### src/rtl/seg_scan_if.sv
// Pin and control bundle between the display datapath (master) and seg_scan_driver (slave).
// Handshake: load is a one-cycle strobe with no ready; pending reads 1 from the edge after a load until the frame swap.
interface seg_scan_if #(
    parameter int NUM_DIGITS = 8
);
    logic [4*NUM_DIGITS-1:0] inDigit;
    logic [NUM_DIGITS-1:0]   dp_in;
    logic [NUM_DIGITS-1:0]   digit_en;
    logic                    load;
    logic [3:0]              brightness;
    logic [6:0]              Cnode;
    logic                    dp;
    logic [NUM_DIGITS-1:0]   AN;
    logic                    frame_tick;
    logic                    pending;

    modport master (
        output inDigit, dp_in, digit_en, load, brightness,
        input  Cnode, dp, AN, frame_tick, pending
    );

    modport slave (
        input  inDigit, dp_in, digit_en, load, brightness,
        output Cnode, dp, AN, frame_tick, pending
    );
endinterface

### src/rtl/seg_scan_driver.sv
// Time-multiplexed common-anode seven-segment scanner with double-buffered load and PWM dimming.
// Optional macro SEG_LEADING_ZERO_BLANK_EN darkens leading zero digits at load time.
module seg_scan_driver #(
    parameter int NUM_DIGITS  = 8,
    parameter int REFRESH_DIV = 100000,
    parameter int IDX_W       = 3
) (
    input  logic       clk,
    input  logic       rst_n,
    seg_scan_if.slave  bus
);
    localparam int CNT_W = $clog2(REFRESH_DIV);

    logic [CNT_W-1:0]        slot_cnt;
    logic [IDX_W-1:0]        idx;
    logic [3:0]              pwm_cnt;
    logic                    pending_r;
    logic [4*NUM_DIGITS-1:0] pend_digit, act_digit;
    logic [NUM_DIGITS-1:0]   pend_dp, act_dp;
    logic [NUM_DIGITS-1:0]   pend_en, act_en;
    logic [NUM_DIGITS-1:0]   en_cap;

    logic                    slot_end, frame_wrap;
    logic                    lit;
    logic [3:0]              cur_nib;
    logic                    cur_dp, cur_en;
    logic [NUM_DIGITS-1:0]   an_next;

    function automatic logic [6:0] decode(input logic [3:0] nib);
        case (nib)
            4'h0: decode = 7'b1000000;
            4'h1: decode = 7'b1111001;
            4'h2: decode = 7'b0100100;
            4'h3: decode = 7'b0110000;
            4'h4: decode = 7'b0011001;
            4'h5: decode = 7'b0010010;
            4'h6: decode = 7'b0000010;
            4'h7: decode = 7'b1111000;
            4'h8: decode = 7'b0000000;
            4'h9: decode = 7'b0010000;
            4'hA: decode = 7'b0001000;
            4'hB: decode = 7'b0000011;
            4'hC: decode = 7'b1000110;
            4'hD: decode = 7'b0100001;
            4'hE: decode = 7'b0000110;
            default: decode = 7'b0001110;
        endcase
    endfunction

    assign slot_end   = (slot_cnt == CNT_W'(REFRESH_DIV - 1));
    assign frame_wrap = slot_end && (idx == IDX_W'(NUM_DIGITS - 1));

`ifdef SEG_LEADING_ZERO_BLANK_EN
    logic above_nz;
    logic nib_nz;

    // Walk from the most significant digit down so above_nz means "some higher digit is nonzero".
    always_comb begin
        en_cap   = bus.digit_en;
        above_nz = 1'b0;
        nib_nz   = 1'b0;
        for (int k = NUM_DIGITS - 1; k >= 0; k--) begin
            nib_nz    = (bus.inDigit[4*k +: 4] != 4'h0);
            en_cap[k] = bus.digit_en[k] && (nib_nz || (k == 0) || above_nz);
            above_nz  = above_nz | nib_nz;
        end
    end
`else
    assign en_cap = bus.digit_en;
`endif

    // Select the active digit's fields with an explicit compare so idx never indexes out of range.
    always_comb begin
        cur_nib = 4'h0;
        cur_dp  = 1'b0;
        cur_en  = 1'b0;
        for (int i = 0; i < NUM_DIGITS; i++) begin
            if (idx == IDX_W'(i)) begin
                cur_nib = act_digit[4*i +: 4];
                cur_dp  = act_dp[i];
                cur_en  = act_en[i];
            end
        end
    end

    assign lit = (pwm_cnt <= bus.brightness) && cur_en;

    always_comb begin
        an_next = '1;
        for (int i = 0; i < NUM_DIGITS; i++) begin
            an_next[i] = !(lit && (idx == IDX_W'(i)));
        end
    end

    always_ff @(posedge clk) begin
        if (!rst_n) begin
            slot_cnt       <= '0;
            idx            <= '0;
            pwm_cnt        <= '0;
            pending_r      <= 1'b0;
            pend_digit     <= '0;
            pend_dp        <= '0;
            pend_en        <= '0;
            act_digit      <= '0;
            act_dp         <= '0;
            act_en         <= '0;
            bus.frame_tick <= 1'b0;
            bus.AN         <= '1;
            bus.Cnode      <= 7'h7F;
            bus.dp         <= 1'b1;
        end else begin
            slot_cnt <= slot_end ? '0 : slot_cnt + CNT_W'(1);
            if (slot_end) begin
                idx <= frame_wrap ? '0 : idx + IDX_W'(1);
            end
            pwm_cnt        <= pwm_cnt + 4'd1;
            bus.frame_tick <= frame_wrap;

            // A load on the swap edge lands in pending after the old pending word moved to active.
            if (frame_wrap && pending_r) begin
                act_digit <= pend_digit;
                act_dp    <= pend_dp;
                act_en    <= pend_en;
                pending_r <= 1'b0;
            end
            if (bus.load) begin
                pend_digit <= bus.inDigit;
                pend_dp    <= bus.dp_in;
                pend_en    <= en_cap;
                pending_r  <= 1'b1;
            end

            bus.AN    <= an_next;
            bus.Cnode <= lit ? decode(cur_nib) : 7'h7F;
            bus.dp    <= lit ? ~cur_dp : 1'b1;
        end
    end

    assign bus.pending = pending_r;
endmodule

### src/flat_wrapper.sv
// flat-port wrapper written by rule: the top's interface ports become plain ports
module seg_scan_driver_flat 
#(
    parameter int NUM_DIGITS  = 8,
    parameter int REFRESH_DIV = 100000,
    parameter int IDX_W       = 3
)
  (clk, rst_n, bus_inDigit, bus_dp_in, bus_digit_en, bus_load, bus_brightness, bus_Cnode, bus_dp, bus_AN, bus_frame_tick, bus_pending);
  seg_scan_if #(.NUM_DIGITS(NUM_DIGITS)) bus_i ();
  input  logic clk;
  input  logic rst_n;
  input wire logic [$bits(bus_i.inDigit)-1:0] bus_inDigit;
  input wire logic [$bits(bus_i.dp_in)-1:0] bus_dp_in;
  input wire logic [$bits(bus_i.digit_en)-1:0] bus_digit_en;
  input wire logic [$bits(bus_i.load)-1:0] bus_load;
  input wire logic [$bits(bus_i.brightness)-1:0] bus_brightness;
  output wire logic [$bits(bus_i.Cnode)-1:0] bus_Cnode;
  output wire logic [$bits(bus_i.dp)-1:0] bus_dp;
  output wire logic [$bits(bus_i.AN)-1:0] bus_AN;
  output wire logic [$bits(bus_i.frame_tick)-1:0] bus_frame_tick;
  output wire logic [$bits(bus_i.pending)-1:0] bus_pending;
  assign bus_i.inDigit = bus_inDigit;
  assign bus_i.dp_in = bus_dp_in;
  assign bus_i.digit_en = bus_digit_en;
  assign bus_i.load = bus_load;
  assign bus_i.brightness = bus_brightness;
  assign bus_Cnode = bus_i.Cnode;
  assign bus_dp = bus_i.dp;
  assign bus_AN = bus_i.AN;
  assign bus_frame_tick = bus_i.frame_tick;
  assign bus_pending = bus_i.pending;
  seg_scan_driver #(.NUM_DIGITS(NUM_DIGITS), .REFRESH_DIV(REFRESH_DIV), .IDX_W(IDX_W)) u_core (.clk(clk), .rst_n(rst_n), .bus(bus_i));
endmodule
### config.mk
export PLATFORM = sky130hd
export DESIGN_NAME = seg_scan_driver_flat
export DESIGN_NICKNAME = d
export VERILOG_FILES = /design/src/rtl/seg_scan_if.sv /design/src/rtl/seg_scan_driver.sv /design/src/flat_wrapper.sv
export SDC_FILE = /design/constraint.sdc
export NUM_CORES = 1
export LEC_CHECK = 0
export ABC_AREA = 1
export CORE_MARGIN = 8
export CORE_UTILIZATION = 35
export DETAILED_ROUTE_END_ITERATION = 16
export PLACE_DENSITY = 0.63
export SKIP_CTS_REPAIR_TIMING = 1
export SYNTH_ARGS = -nofsm -noshare
export SYNTH_HDL_FRONTEND = slang
export SYNTH_SLANG_ARGS = --single-unit
### constraint.sdc
create_clock -name clk -period 4.2 [get_ports clk]
set_clock_uncertainty 0.05 [all_clocks]
set_input_delay 0.84 -clock clk [delete_from_list [all_inputs] [get_ports clk]]
set_output_delay 0.84 -clock clk [all_outputs]
set_load 0.1 [all_outputs]
==> flow_summary.toml <==
[cts]
htreeDepth = 4
clock_latency_ps = 430
clockRootBuffer = "clkbuf_16"
cts_buffers = 17
clkTransAtPathRegs_ps = 50
clock-sinks = 138
clockBufferDepth = 2
cts_tree = "yes"

[route]
ant_nets = 0
first_pass_iters = 5
drt-total-wl_um = 14200
wl_per_cell_um = 12.9
drt-initial-drc-count = 337
viasPerCell = 4.68
vias = 5145
remaining_drc_errors = 0

[synthesis]
ys_ff_latch = 138
synth_nets = 883
netlist_area_um2 = 5920
yosys_warnings = 0
ys.flop_type = "dfxtp_1"
synth.avg_cell_area_um2 = 7.31
ys_types = 34
synthCells = 810
yosysSeqAreaShare_pct = 46.6
async_flop_share_pct = 0
synth_edf_count = 0

[floorplanning]
dieWidth_um = 146
fp.dieH_um = 146
dieArea_um2 = 21300
core_um2 = 16600
start_util_pct = 35.7
rows = 47
ios = 73

[global_route]
grt_use_met2_pct = 21.9
grt_max_degree = 59
grtUsageMet3_pct = 3.58
grt-ovfl-total = 0
grt_pass1_vias = 5083
top_usage_layer = "met2"
grt_pass1_wl_um = 24300
grt_use_total_pct = 13.7
antenna_found_initial = 0
use_met1_pct = 17.4

[sta]
worst_pin_slew_ps = 980
fin_crit_ps = 2840
clock.fmax_ghz = 0.353
post-route-period-util_pct = 67.5
setup_viol = 0
rsz0062_at_grt = "no"
hold_viol_final = 0
slew_headroom_pct = 34.5
setup_slack_ps = 1360
drv_slew = 0
finalSetupTns_ps = 0

[power_and_ir_drop]
vdd_drop_max_mv = 0.270
internal_power_w = 0.00237
p_leak_nw = 3.15
power_frac_comb_pct = 5.3
power_density_nw_per_um2 = 410
seq_power_share_pct = 45.3
switching_share_pct = 21.4
clkPwrFrac_pct = 49.4
p_sw_w = 0.000644

[place]
gp_congestion = 0.853
dp_hpwl_um = 9510
post-place-ws_ps = 1500
numPortBuffers = 72

[outcome]
status = "complete, no violations"

[flow_run]
cap_viol_max_count = 0

[hold_path]
hold_path.class = "register to register"

[cells_and_area]
syn_to_final_growth_pct = 24.1
final_nets = 939
drive_above_1_share_pct = 7.28
diodes = 0

[worst_setup_path]
endpoint_kind = "primary output"
crit_family = "buffers and inverters"
required_ps = 3310
cp_max_fo = 3
path_class = "register to primary output"
crit_buf_inv = 1
crit_chain = "clkdlybuf4s50_1"
cpPeakStageDelay_ps = 1150
worstPathArrival_ps = 1950
start_kind = "register"
crit_slowest_cell = "clkdlybuf4s50_1"
==> power by group through the flow <==
stage | clock, W | sequential (W) | combinational, W
floorplan | 0 | 0.00139 | 0.0000800
global placement | 0 | 0.00139 | 0.000159
detailed placement | 0 | 0.00139 | 0.000161
CTS | 0.00151 | 0.00137 | 0.000162
global route | 0.00158 | 0.00137 | 0.000178
finish | 0.00149 | 0.00137 | 0.000158
==> cell usage after synthesis (all sizes together), types with 2 or more instances <==
library cell / n / area share, %
dfxtp: 138 / 47
nand2: 118 / 8.1
or2: 10 / 1.1
buf: 17 / 2.0
clkbuf: 25 / 1.6
o21ai: 103 / 8.7
nor3b: 2 / 0.25
nand3: 40 / 3.4
xor2: 7 / 1.0
inv: 57 / 3.7
nor3: 55 / 4.8
ha: 18 / 3.8
nor2: 200 / 13
xnor2: 2 / 0.30
nand4: 4 / 0.42
a21oi: 8 / 0.68
==> placed cells by master, fill, tap and decap left out, types with 10 or more instances in the layout <==
| cell | Yosys | final |
|---|---|---|
| o21ai_1 | 10 | 10 |
| clkbuf_16 | 0 | 17 |
| nor2_1 | 197 | 197 |
| nor3_1 | 53 | 53 |
| nand3_1 | 40 | 40 |
| nand2_1 | 110 | 110 |
| dfxtp_1 | 138 | 138 |
| o21ai_0 | 93 | 93 |
| ha_1 | 18 | 18 |
| inv_1 | 51 | 51 |
| clkdlybuf4s50_1 | 0 | 71 |
==> registers in the layout, indices dropped and copies added, names as in the netlist <==
name,count
u_core.act_digit,32
u_core.act_dp,8
u_core.act_en,8
u_core.bus.AN,8
u_core.bus.Cnode,7
u_core.bus.dp,1
u_core.bus.frame_tick,1
u_core.bus.pending,1
u_core.idx,3
u_core.pend_digit,32
u_core.pend_dp,8
u_core.pend_en,8
u_core.pwm_cnt,4
u_core.slot_cnt,17
==> metrics by stage <==
| stage | hold WS [ps] | total power (W) | instances | util (%) | area (um2) |
|---|---|---|---|---|---|
| after global placement | 385 | 0.00155 | 1067 | 40.8 | 6760 |
| after detailed placement | 395 | 0.00156 | 1067 | 40.8 | 6760 |
| final | 403 | 0.00301 | 1099 | 44.3 | 7350 |
| after CTS | 403 | 0.00304 | 1099 | 44.3 | 7350 |
| after floorplan | 368 | 0.00147 | 810 | - | 5920 |
| after global routing | 426 | 0.00313 | 1099 | 44.3 | 7350 |
==> worst paths after layout <==
kind,startpoint,to,slack [ps],depth (start not counted)
setup / recovery,u_core.bus.pending,bus_pending,1360,1
hold / removal,u_core.slot_cnt[0],u_core.slot_cnt[0],400,1
setup reg to reg,u_core.idx[0],u_core.bus.Cnode[1],1500,17
hold reg to reg,u_core.slot_cnt[0],u_core.slot_cnt[0],400,1
==> cells by family after synthesis <==
logic type	synth area share, %
flops	46.6
xor+xnor	1.33
compound gates	9.65
fa+ha+maj	3.80
buf+inv	7.27
simple gates	31.3
==> metal layers <==
layer | vias to the layer above | wire length [um]
met1 | 2337 | 6810
met5 | - | 0
met4 | 0 | 121
met2 | 84 | 6690
li1 | 2713 | -
met3 | 11 | 608
==> final cells by class <==
cell class,count,area [um2]
fillers,1741,9230
flip-flops and latches,138,2760
multi-input cells,572,2730
repair buffers,79,768
clock buffers,25,505
well taps,220,275
inverters,58,220
clock inverters,7,87.6
Power figures use the tool's default switching activity.
